===== src/rtl/div8by4_seq.sv =====
// Sequential restoring divider: DW-bit dividend by VW-bit divisor, one quotient bit per clock.
// Results appear with a one-cycle done pulse and hold until the next completed operation.
module div8by4_seq #(
   parameter int DW = 8,
   parameter int VW = 4
) (
   input  logic          clk,
   input  logic          rst,
   input  logic          start,
   input  logic [DW-1:0] dividend,
   input  logic [VW-1:0] divisor,
   output logic          busy,
   output logic          done,
   output logic [DW-1:0] quotient,
   output logic [VW-1:0] remainder,
   output logic          div_by_zero,
   output logic [1:0]    dbg_state
);

   localparam int CW = $clog2(DW + 1);

   typedef enum logic [1:0] {
      S_IDLE = 2'd0,
      S_RUN  = 2'd1,
      S_DONE = 2'd2
   } state_t;

   // Handshake: start is sampled only while IDLE; done is a one-cycle pulse and
   // quotient/remainder/div_by_zero are valid from that cycle until the next done.
   state_t        r_state;
   logic [DW-1:0] r_dreg;
   logic [VW-1:0] r_vreg;
   logic [VW:0]   r_pr;
   logic [DW-1:0] r_qreg;
   logic [CW-1:0] r_cnt;

   logic [VW:0]   w_pr_shift;
   logic          w_ge;
   logic [VW:0]   w_pr_next;
   logic [DW-1:0] w_q_next;
   logic          w_last;

   // Partial remainder stays below the divisor, so the shifted value always fits VW+1 bits.
   assign w_pr_shift = (r_pr << 1) | (VW+1)'(r_dreg[DW-1]);
   assign w_ge       = (w_pr_shift >= {1'b0, r_vreg});
   assign w_pr_next  = w_ge ? (w_pr_shift - {1'b0, r_vreg}) : w_pr_shift;
   assign w_q_next   = (r_qreg << 1) | DW'(w_ge);
   assign w_last     = (r_cnt == CW'(DW - 1));
   assign dbg_state  = r_state;

   always_ff @(posedge clk) begin
      if (rst) begin
         r_state     <= S_IDLE;
         r_dreg      <= '0;
         r_vreg      <= '0;
         r_pr        <= '0;
         r_qreg      <= '0;
         r_cnt       <= '0;
         busy        <= 1'b0;
         done        <= 1'b0;
         quotient    <= '0;
         remainder   <= '0;
         div_by_zero <= 1'b0;
      end else begin
         done <= 1'b0;
         case (r_state)
            S_IDLE: begin
               if (start) begin
                  r_dreg  <= dividend;
                  r_vreg  <= divisor;
                  r_pr    <= '0;
                  r_qreg  <= '0;
                  r_cnt   <= '0;
                  busy    <= 1'b1;
                  r_state <= S_RUN;
               end
            end
            S_RUN: begin
               // A zero divisor spends exactly one RUN cycle, so done arrives one cycle after start.
               if (r_vreg == '0) begin
                  quotient    <= '1;
                  remainder   <= '1;
                  div_by_zero <= 1'b1;
                  done        <= 1'b1;
                  r_state     <= S_DONE;
               end else begin
                  r_pr   <= w_pr_next;
                  r_dreg <= r_dreg << 1;
                  r_qreg <= w_q_next;
                  r_cnt  <= r_cnt + 1'b1;
                  if (w_last) begin
                     quotient    <= w_q_next;
                     remainder   <= w_pr_next[VW-1:0];
                     div_by_zero <= 1'b0;
                     done        <= 1'b1;
                     r_state     <= S_DONE;
                  end
               end
            end
            S_DONE: begin
               busy    <= 1'b0;
               r_state <= S_IDLE;
            end
            default: begin
               busy    <= 1'b0;
               r_state <= S_IDLE;
            end
         endcase
      end
   end

endmodule


===== config.mk =====
export PLATFORM = sky130hd
export DESIGN_NAME = div8by4_seq
export DESIGN_NICKNAME = d
export VERILOG_FILES = /design/src/rtl/div8by4_seq.sv
export SDC_FILE = /design/constraint.sdc
export NUM_CORES = 1
export LEC_CHECK = 0
export ABC_AREA = 1
export ABC_CLOCK_PERIOD_IN_PS = 4100
export CORE_MARGIN = 4
export CORE_UTILIZATION = 41
export DETAILED_ROUTE_END_ITERATION = 8
export HOLD_SLACK_MARGIN = 0.03
export SLEW_MARGIN = 20
export SYNTH_ARGS = -nofsm -noshare
export SYNTH_HDL_FRONTEND = slang
export SYNTH_SLANG_ARGS = --single-unit

===== constraint.sdc =====
create_clock -name clk -period 4.1 [get_ports clk]
set_clock_uncertainty 0.05 [all_clocks]
set_input_delay 0.82 -clock clk [delete_from_list [all_inputs] [get_ports clk]]
set_output_delay 0.82 -clock clk [all_outputs]
set_load 0.05 [all_outputs]

# After elaboration in Yosys (flattened, before gate mapping)
# Cells that the tools add are included.
# totals
regBits	44
inputBits	15
output_inout_bits	17
elab_cells	59
# op_classes
add_sub_neg	2
order_cmp	1
eq_ne	5
n_mux	27
bitwise_logic	3
n_reduce_logical	10
# ops
op	n
$mux W8	4
$mux W4	7
$pmux W4 S2	2
$pmux W8 S2	1
$mux W7	2
$pmux W7 S2	1
$or A8 B1 Y8	1
$reduce_and A2 Y1	4
$mux W2	3
$ge A5 B4 Y1	1
$mux W1	5
$or A5 B1 Y5	1
$add A4 B1 Y4 const B	1
$eq A4 B3 Y1 const B	1
$logic_not A4 Y1	1
$ne A2 B2 Y1 const B	2
$pmux W2 S2	1
$reduce_bool A2 Y1	2
$sub A4 B4 Y4	1
$ne A3 B3 Y1 const B	1
$reduce_and A3 Y1	1
$eq A2 B1 Y1 const B	1
$logic_not A2 Y1	1
$pmux W1 S2	1
other kinds (2)	2

# Longest topological paths before layout
# Gate-level depths: netlist of the first run.
# depth
word_depth	5
depth_mapped	13
ltp_nobuf	13

# Least setup slack after synthesis of the first run
# Ideal clock, no wire load.
# synth_timing
path_type	register -> register
startpoint	register r_state[0] (netlist: dbg_state[0])
endpoint	register quotient[1]
setup_time_ns	0.114
arrival_time_ns	1.471
required_time_ns	3.936
path_slack_ns	2.464
path_stages_with_launch	9
path_buffers	1
period_less_slack_ns	1.636
cell_sequence	dfxtp_1 -> inv_1 -> nor2_2 -> buf_6 -> nand2_8 -> nor2_4 -> inv_2 -> o21ai_1 -> nor2_1
# synth_between
elab_chain_cells	2
# synth_rtl
item	line	source
from (decl)	30	state_t r_state;
from (signal assigned)	53	r_state <= S_IDLE;
from (signal assigned)	75	r_state <= S_RUN;
from (signal assigned)	85	r_state <= S_DONE;
$eq A2 B1 Y1	66	case (r_state)
$reduce_and A2 Y1 (no line)	-	
to (signal assigned)	92	quotient <= w_q_next;
to (decl)	14	output logic [DW-1:0] quotient,
# Every way passes these cells.
# A chain may end at the register's enable or synchronous reset.

# Worst setup path after layout of the first run
# layout_timing
startpoint	register r_state[1] (netlist: dbg_state[1])
endpoint	output dbg_state[1]
# layout_lines
item	line	source
to (decl)	17	output logic [1:0] dbg_state
# No word-level cell between the ends.

==> flow_summary.yaml, run 1 <==
clock_network:
  cts.clk_slew.worst_paths_ns: 0.08
  postCtsSetupRepairBufs: 0
  cts_resized: 0
  cts_buffers: 5
  htree_levels: 2
  clk_latency_ns: 0.30
  cts_tree: "built"
  cts_hold_buf: 0
  cts-root-buf: "clkbuf_8"
  clock-sinks: 44
  cts_buffer_depth: 2
die:
  rows: 24
  dieArea_mm2: 0.005990
  start_util_pct: 43.83
  die_h_um: 77.40
  pin_count: 32
  die_x_um: 77.40
  fp.coreArea_mm2: 0.004504
place:
  gp_congestion: 0.8269
  io_buffers: 31
  dp_cells: 328
  place_hpwl_um: 2831
finish:
  fin_cells: 336
  nets: 304
  ff_latch_area_um2: 880.8
  area_delta_synth_final_pct: 20.91
  drive_gt1_share_pct: 9.155
  fillers: 453
  fin_util_pct: 53.00
  antenna_cells: 0
  multi_input_area_um2: 915.9
sta:
  relSlewSlack_pct: 56.32
  setup_viol: 0
  worst_slew_pin_slew_ns: 0.6545
  maxSlewViolCount: 0
  fmax_ghz: 0.4193
  grt_setup_unrepaired: "no"
  tns_ns: 0
  finalCritPeriodShare_pct: 58.18
  hold_viol: 0
  fin_crit_ns: 2.385
critical_path:
  reg2reg_slack_ns: 2.18
  rr_worst_depth: 7
  end_kind: "primary output"
  crit_required_ns: 3.23
  timing.critical_path.buf_inv: 1
  reg2reg_to: "r_pr[3]"
  start_kind: "flop"
  cp_slowest_stage_delay_ns: 0.83
  worst-path-max-fanout: 4
  cp_top_family: "buffers and inverters"
  path_depth: 1
  crit_path_start: "dbg_state[1]"
  r2r_start: "dbg_state[0]"
  critical_path_class: "flop to primary output"
  cp_cell_sequence: "clkdlybuf4s50_1"
  crit_end: "dbg_state[1]"
  critPathSlowestCell: "clkdlybuf4s50_1"
  arrival_ns: 1.52
synthesis:
  yosysWarnings: 0
  syn_inst: 253
  syn_avg_cell_area_um2: 7.804
  synth_top_family_by_area: "simple AND/OR/NAND/NOR gates"
  synth.area.mux_share_pct: 0
  syn_nets: 274
  synth.distinct_cells: 32
  synth_area_mm2: 0.001974
  synth_compound_area_share_pct: 15.84
  ys_seq_area_share_pct: 44.61
  synthAdderAreaFrac_pct: 4.183
  yosys.area_share.simple_pct: 25.92
  synth_xor_area_share_pct: 0.4436
  ys_ff_latch: 44
global_route:
  grt_max_degree: 24
  grt.total_usage_pct: 14.79
  grt_pass1_vias: 1598
  antenna_found_initial: 0
  gr-total-overflow: 0
  grt_first_pass_wirelength_um: 7279
pwr:
  power_report.internal_total_uw: 739.4
  switching_share_pct: 32.24
  seqPwrFrac_pct: 44.0
  switchingPower_uw: 351.7
  total_power_uw: 1091
  p_comb_share_pct: 26.2
  p_leak_uw: 0.0009854
  powerDensity_mw_per_mm2: 457.0
  pwr-share-clk_pct: 29.8
  irDropWorstVdd_uv: 232.1
detailed_routing:
  drtAntennaViolNets: 0
  vias: 1661
  vias_per_cell: 4.943
  wl_um: 3958
  wl_per_cell_um: 11.78
  drt_iter0_drc: 81
  drc: 0
  dr.pass1.iters: 4
outcome:
  run_status: "completed"
run:
  maxCapViolations: 0
worst_hold_path:
  hold_path_class: "flop to flop"
worst min-delay path by stage:
stage | start | endpoint | slack [ns] | cells past startpoint
after floorplan | r_dreg[0] | r_dreg[0] | 0.39 | 2
after global placement | r_dreg[0] | r_dreg[0] | 0.40 | 2
after detailed placement | r_dreg[0] | r_dreg[0] | 0.41 | 2
after CTS | r_dreg[0] | r_dreg[0] | 0.42 | 2
after global routing | r_dreg[7] | r_dreg[7] | 0.45 | 2
final | r_dreg[0] | r_dreg[0] | 0.41 | 2
metal layers:
layer / track usage, % / up-vias / share of wire (%)
li1: - / 880 / -
met3: 4.745 / 5 / 3.7
met1: 18.97 / 758 / 50
met4: 3.737 / 0 / 1.1
met5: 0 / - / 0
met2: 24.18 / 18 / 45
synthesized netlist by cell type:
cell type,count,share of area (%)
nor2_2,1,0.32
nor2_1,25,4.8
o21ai_2,1,0.44
nand2_2,5,1.6
nor2_4,1,0.57
a31oi_1,7,2.2
o21ai_1,7,1.8
clkbuf_8,1,0.70
fa_1,1,1.0
buf_6,4,2.3
inv_4,1,0.32
dfxtp_1,44,45
nor2_8,1,1.0
nand2_8,1,1.0
nand2_1,60,11
ha_1,5,3.2
a211oi_2,1,0.63
clkbuf_1,3,0.57
and3_1,1,0.32
xnor2_1,1,0.44
nor3_1,1,0.25
a21oi_2,2,0.89
nand3_2,1,0.51
a211oi_1,1,0.38
nand3_1,12,3.0
inv_1,24,4.6
inv_2,1,0.19
a21oi_1,22,5.6
a22oi_1,1,0.38
o21ai_0,14,3.5
buf_4,1,0.38
nand2_4,2,1.1
final cells by class:
cell class,instances,share of cell area (%)
clock buffers,6,3.040
clock inverters,2,1.468
inverters,26,4.193
multi-input cells,174,38.36
flip-flops and latches,44,36.90
well taps,52,2.725
repair buffers,32,13.31
worst register-to-register path, delay by kind of cell (launching register included):
family          cells  cell delay, ns
simple gates        4            1.13
flops               1            0.36
buf+inv             2            0.22
compound gates      1            0.06
sequential cells by signal, indices dropped and copies added (netlist names):
signal       flops
r_pr             4
r_cnt            4
div_by_zero      1
done             1
quotient         8
busy             1
r_qreg           7
remainder        4
dbg_state        2
r_dreg           8
r_vreg           4
cell families after synthesis:
group                      Yosys count
buffers and inverters               35
and+or+nand+nor                    111
DFF                                 44
AOI/OAI and AO/OA                   56
adders and majority gates            6
xor gates and xnor gates             1
cell usage in the layout, fill, tap and decap left out, types with 2 or more instances in the layout:
master           count
nand2_4              2
a31oi_1              7
a21oi_2              2
o21ai_0             14
a21oi_1             22
nand2_2              5
clkdlybuf4s50_1     31
dfxtp_1             44
nand2_1             60
nor2_1              25
clkbuf_8             5
ha_1                 5
nand3_1             12
inv_1               24
o21ai_1              7
power by group through the flow:
stage / sequential, µW / combinational (µW) / clock [µW]
6_report: 480 / 286 / 325
5_1_grt: 485 / 325 / 360
4_1_cts: 480 / 290 / 338
3_5_place_dp: 490 / 288 / 0
3_3_place_gp: 491 / 286 / 0
2_1_floorplan: 539 / 171 / 0
through the flow:
step                      worst slack [ns]  hold WS (ns)  cell area [µm²]
after floorplan                      2.464        0.3869             1974
after global placement               1.749        0.4039             2280
after detailed placement             1.701        0.4062             2280
after CTS                            1.691        0.4172             2387
after global routing                 1.639        0.4472             2387
final                                1.715        0.4148             2387
No activity file was read; power rests on OpenSTA's default activity.
==> run 2, diff against run 1 <==
- ABC_CLOCK_PERIOD_IN_PS: 4100 -> 2250
- clock period: 4.1 -> 2.25 ns (I/O delays scaled with it)
==> flow_summary.yaml, run 2 (synthesis results as in run 1) <==
detailed_routing:
  drc: 0
  wl_um: 4121
  vias_per_cell: 4.926
  vias: 1655
  dr.pass1.iters: 4
  wl_per_cell_um: 12.26
  drtAntennaViolNets: 0
  drt_iter0_drc: 84
critical_path:
  cp_cell_sequence: "clkdlybuf4s50_1"
  r2r_start: "r_vreg[2]"
  crit_path_start: "dbg_state[1]"
  cp_top_family: "buffers and inverters"
  crit_required_ns: 1.75
  worst-path-max-fanout: 4
  cp_slowest_stage_delay_ns: 0.83
  timing.critical_path.buf_inv: 1
  arrival_ns: 1.51
  critical_path_class: "flop to primary output"
  end_kind: "primary output"
  critPathSlowestCell: "clkdlybuf4s50_1"
  start_kind: "flop"
die:
  die_x_um: 77.40
  rows: 24
  pin_count: 32
  start_util_pct: 43.83
  dieArea_mm2: 0.005990
  die_h_um: 77.40
  fp.coreArea_mm2: 0.004504
sta:
  worst_slew_pin_slew_ns: 0.6125
  setup_viol: 0
  relSlewSlack_pct: 59.13
  tns_ns: 0
  finalCritPeriodShare_pct: 89.21
  grt_setup_unrepaired: "no"
  fmax_ghz: 0.4982
  fin_crit_ns: 2.007
  maxSlewViolCount: 0
  hold_viol: 0
clock_network:
  cts_buffer_depth: 2
  cts-root-buf: "clkbuf_8"
  cts_buffers: 5
  clk_latency_ns: 0.29
  cts_hold_buf: 0
  cts_tree: "built"
  postCtsSetupRepairBufs: 0
  htree_levels: 2
  cts_resized: 0
  cts.clk_slew.worst_paths_ns: 0.08
  clock-sinks: 44
finish:
  largestRegisters: "quotient: 8 flops, r_dreg: 8 flops, r_qreg: 7 flops"
  fin_util_pct: 52.50
  drive_gt1_share_pct: 9.155
  final_cell_mix: "60 x nand2_1, 44 x dfxtp_1, 31 x clkdlybuf4s50_1, 25 x nor2_1, 24 x inv_1"
  final_common_cell: "nand2_1"
  nets: 305
  antenna_cells: 0
  area_delta_synth_final_pct: 19.77
global_route:
  grt_first_pass_wirelength_um: 7286
  antenna_found_initial: 0
  grt.total_usage_pct: 14.87
  grt_max_degree: 23
  gr-total-overflow: 0
  grt_pass1_vias: 1605
run:
  maxCapViolations: 0
pwr:
  p_leak_uw: 0.0009765
  irDropWorstVdd_uv: 396.0
  powerDensity_mw_per_mm2: 788.8
outcome:
  run_status: "completed"
place:
  place_hpwl_um: 2911
  io_buffers: 31
  gp_congestion: 0.7988
worst_hold_path:
  hold_path_class: "flop to flop"
  hold_start: "r_dreg[0]"
[run 2: layer usage]
layer | routed length (µm) | track usage [%]
met1 | 2062 | 19.26
met2 | 1852 | 24.61
met3 | 159 | 3.588
met4 | 46 | 4.448
met5 | 0 | 0
[run 2: power by group]
part / switching, µW / leakage (µW) / internal, µW
clock network: 255 / 0.0000410 / 211
registers: 34.0 / 0.000360 / 841
logic: 345 / 0.000576 / 180
[run 2: path summary, 6_finish.rpt]
path	cells after the start	slack, ns	end
max	1	0.24	dbg_state[1]
min	2	0.42	r_dreg[0]
max reg2reg	11	0.58	remainder[2]
min reg2reg	2	0.42	r_dreg[0]
[run 2: per-stage QoR]
stage / power [µW] / setup slack [ns] / instances / cell area, µm² / hold slack (ns)
final: 1865 / 0.2429 / 336 / 2365 / 0.4157
after global routing: 1988 / 0.2104 / 336 / 2365 / 0.4382
after CTS: 1883 / 0.2275 / 336 / 2365 / 0.4196
after detailed placement: 1421 / 0.3837 / 329 / 2287 / 0.4080
after global placement: 1419 / 0.4036 / 329 / 2287 / 0.4040
after floorplan: 1294 / 0.6145 / 253 / 1974 / 0.3869
[run 2: worst min-delay path: cells and delay by family, from the launching register on]
| kind | cells | cell delay (ns) |
|---|---|---|
| compound gates | 1 | 0.05 |
| flops | 1 | 0.31 |
| simple gates | 1 | 0.06 |
[run 2: layout make-up]
cell class / instances / area [µm²]
clock buffer: 6 / 72.57
clock inverter: 1 / 5.005
fill: 441 / 2140
inverter: 26 / 100.1
multi-input combinational: 174 / 915.9
sequential: 44 / 880.8
tap: 52 / 65.06
timing repair buffer: 33 / 325.3
==> run 3, diff against run 2 <==
- ABC_CLOCK_PERIOD_IN_PS: 2250 -> 1600
- PLACE_DENSITY: default -> 0.66
- clock period: 2.25 -> 1.6 ns (I/O delays scaled with it)
==> flow_summary.yaml, run 3 (synthesis results as in run 1) <==
sta:
  worst_slew_pin_slew_ns: 0.3148
  fin_ws_ns: 0.01886
  relSlewSlack_pct: 78.99
  tns_ns: 0
  hold_viol: 0
  maxSlewViolCount: 0
  grt_setup_unrepaired: "yes"
  finalCritPeriodShare_pct: 98.82
  setup_viol: 0
  fin_crit_ns: 1.581
  fmax_ghz: 0.6325
die:
  die_x_um: 77.40
  fp.coreArea_mm2: 0.004504
  dieArea_mm2: 0.005990
  die_h_um: 77.40
  pin_count: 32
  rows: 24
  start_util_pct: 43.83
clock_network:
  cts_buffers: 5
  htree_levels: 2
  clock-sinks: 44
  clk_latency_ns: 0.28
  cts-root-buf: "clkbuf_8"
  cts_tree: "built"
  cts_buffer_depth: 2
  cts_hold_buf: 0
  cts.clk_slew.worst_paths_ns: 0.07
finish:
  final_cell_mix: "57 x nand2_1, 36 x dfxtp_1, 24 x nor2_1, 21 x a21oi_1, 20 x inv_1"
  nets: 314
  drive_gt1_share_pct: 25.77
  largestRegisters: "quotient: 8 flops, r_dreg: 8 flops, r_qreg: 7 flops"
  area_delta_synth_final_pct: 37.33
  final_common_cell: "nand2_1"
  final_area_mm2: 0.002711
  fin_util_pct: 60.19
  fin_cells: 343
  antenna_cells: 0
critical_path:
  crit_required_ns: 1.73
  critical_path_class: "flop to flop"
  worst-path-max-fanout: 2
  arrival_ns: 1.71
  start_kind: "flop"
  end_kind: "flop"
detailed_routing:
  dr.pass1.iters: 4
  vias: 1691
  drt_iter0_drc: 135
  dr_wl_met2_um: 2085
  highest_layer: "met4"
  wl_per_cell_um: 12.69
  wl_met3_um: 112
  wl_um: 4351
  vias_per_cell: 4.930
  drc: 0
  met1Wirelength_um: 2112
  drtAntennaViolNets: 0
place:
  place_hpwl_um: 3087
  dpl-instance-area_mm2: 0.002536
  dp_cells: 336
  gp_congestion: 0.8170
  io_buffers: 31
  detailedPlace.worstSlack_ns: -0.02621
global_route:
  grt.total_usage_pct: 14.87
  gr-total-overflow: 0
  antenna_found_initial: 0
  grt_pass1_vias: 1693
  grt_max_degree: 23
  grt_first_pass_wirelength_um: 7389
run:
  maxCapViolations: 0
outcome:
  run_status: "completed"
pwr:
  irDropWorstVdd_uv: 682.2
  p_leak_uw: 0.001115
  powerDensity_mw_per_mm2: 1049
worst_hold_path:
  hold_path_class: "flop to flop"
-- run 3: changes by cell type in the layout (fill, tap and decap cells not counted), moves of 2 or more --
cell	previous run	this run
dfxtp_2	0	8
clkdlybuf4s50_1	31	14
nand2_1	60	57
dfxtp_1	44	36
nand3_2	1	3
buf_4	2	9
buf_12	0	19
nand2_2	5	7
nand3_1	12	10
ha_1	5	2
ha_4	0	3
inv_1	24	20
inv_2	1	3
-- run 3: final cells by class --
| type | instances | area [µm²] |
|---|---|---|
| Tap cell | 52 | 65.06 |
| Sequential cell | 44 | 890.9 |
| Clock buffer | 5 | 68.82 |
| Fill cell | 371 | 1793 |
| Timing Repair Buffer | 42 | 588.1 |
| Inverter | 26 | 106.4 |
| Multi-Input combinational cell | 174 | 992.2 |
-- run 3: stage by stage --
step                      hold WS, ns  total power (µW)
after detailed placement       0.4118              2154
after global placement         0.4022              2137
after floorplan                0.3355              1820
after CTS                      0.4225              2779
after global routing           0.4450              2997
final                          0.4128              2844
-- run 3: worst paths after layout --
check	startpoint	end	slack [ns]	cells past startpoint
max	r_dreg[7]	remainder[2]	0.02	10
min	r_cnt[0]	r_cnt[0]	0.41	1
max reg2reg	r_dreg[7]	remainder[2]	0.02	10
min reg2reg	r_cnt[0]	r_cnt[0]	0.41	1
-- run 3: layer usage --
layer	global-route usage (%)	vias to the layer above
li1	-	893
met1	19.13	774
met2	25.65	20
met3	2.894	4
met4	3.737	0
met5	0	-
-- run 3: timing repair --
item                       in CTS  in global routing
setup endpoints to repair       8                 19
gates resized for setup         4                 23
buffers inserted                1                  1
pin swaps                       2                  4
-- run 3: where the power goes --
group	internal, µW	switching, µW	total (µW)
Clock	282	329	610
Combinational	417	552	969
Sequential	1190	77.0	1260
Total	1890	957	2840
-- run 3: critical path: stages (launching register included) --
cell	delay (ns)
dfxtp_2	0.33
inv_2	0.08
ha_4	0.13
inv_1	0.05
fa_2	0.35
xnor2_2	0.15
nand2_2	0.10
nand2_2	0.08
nand2_1	0.06
nand2_1	0.07
inv_1	0.04
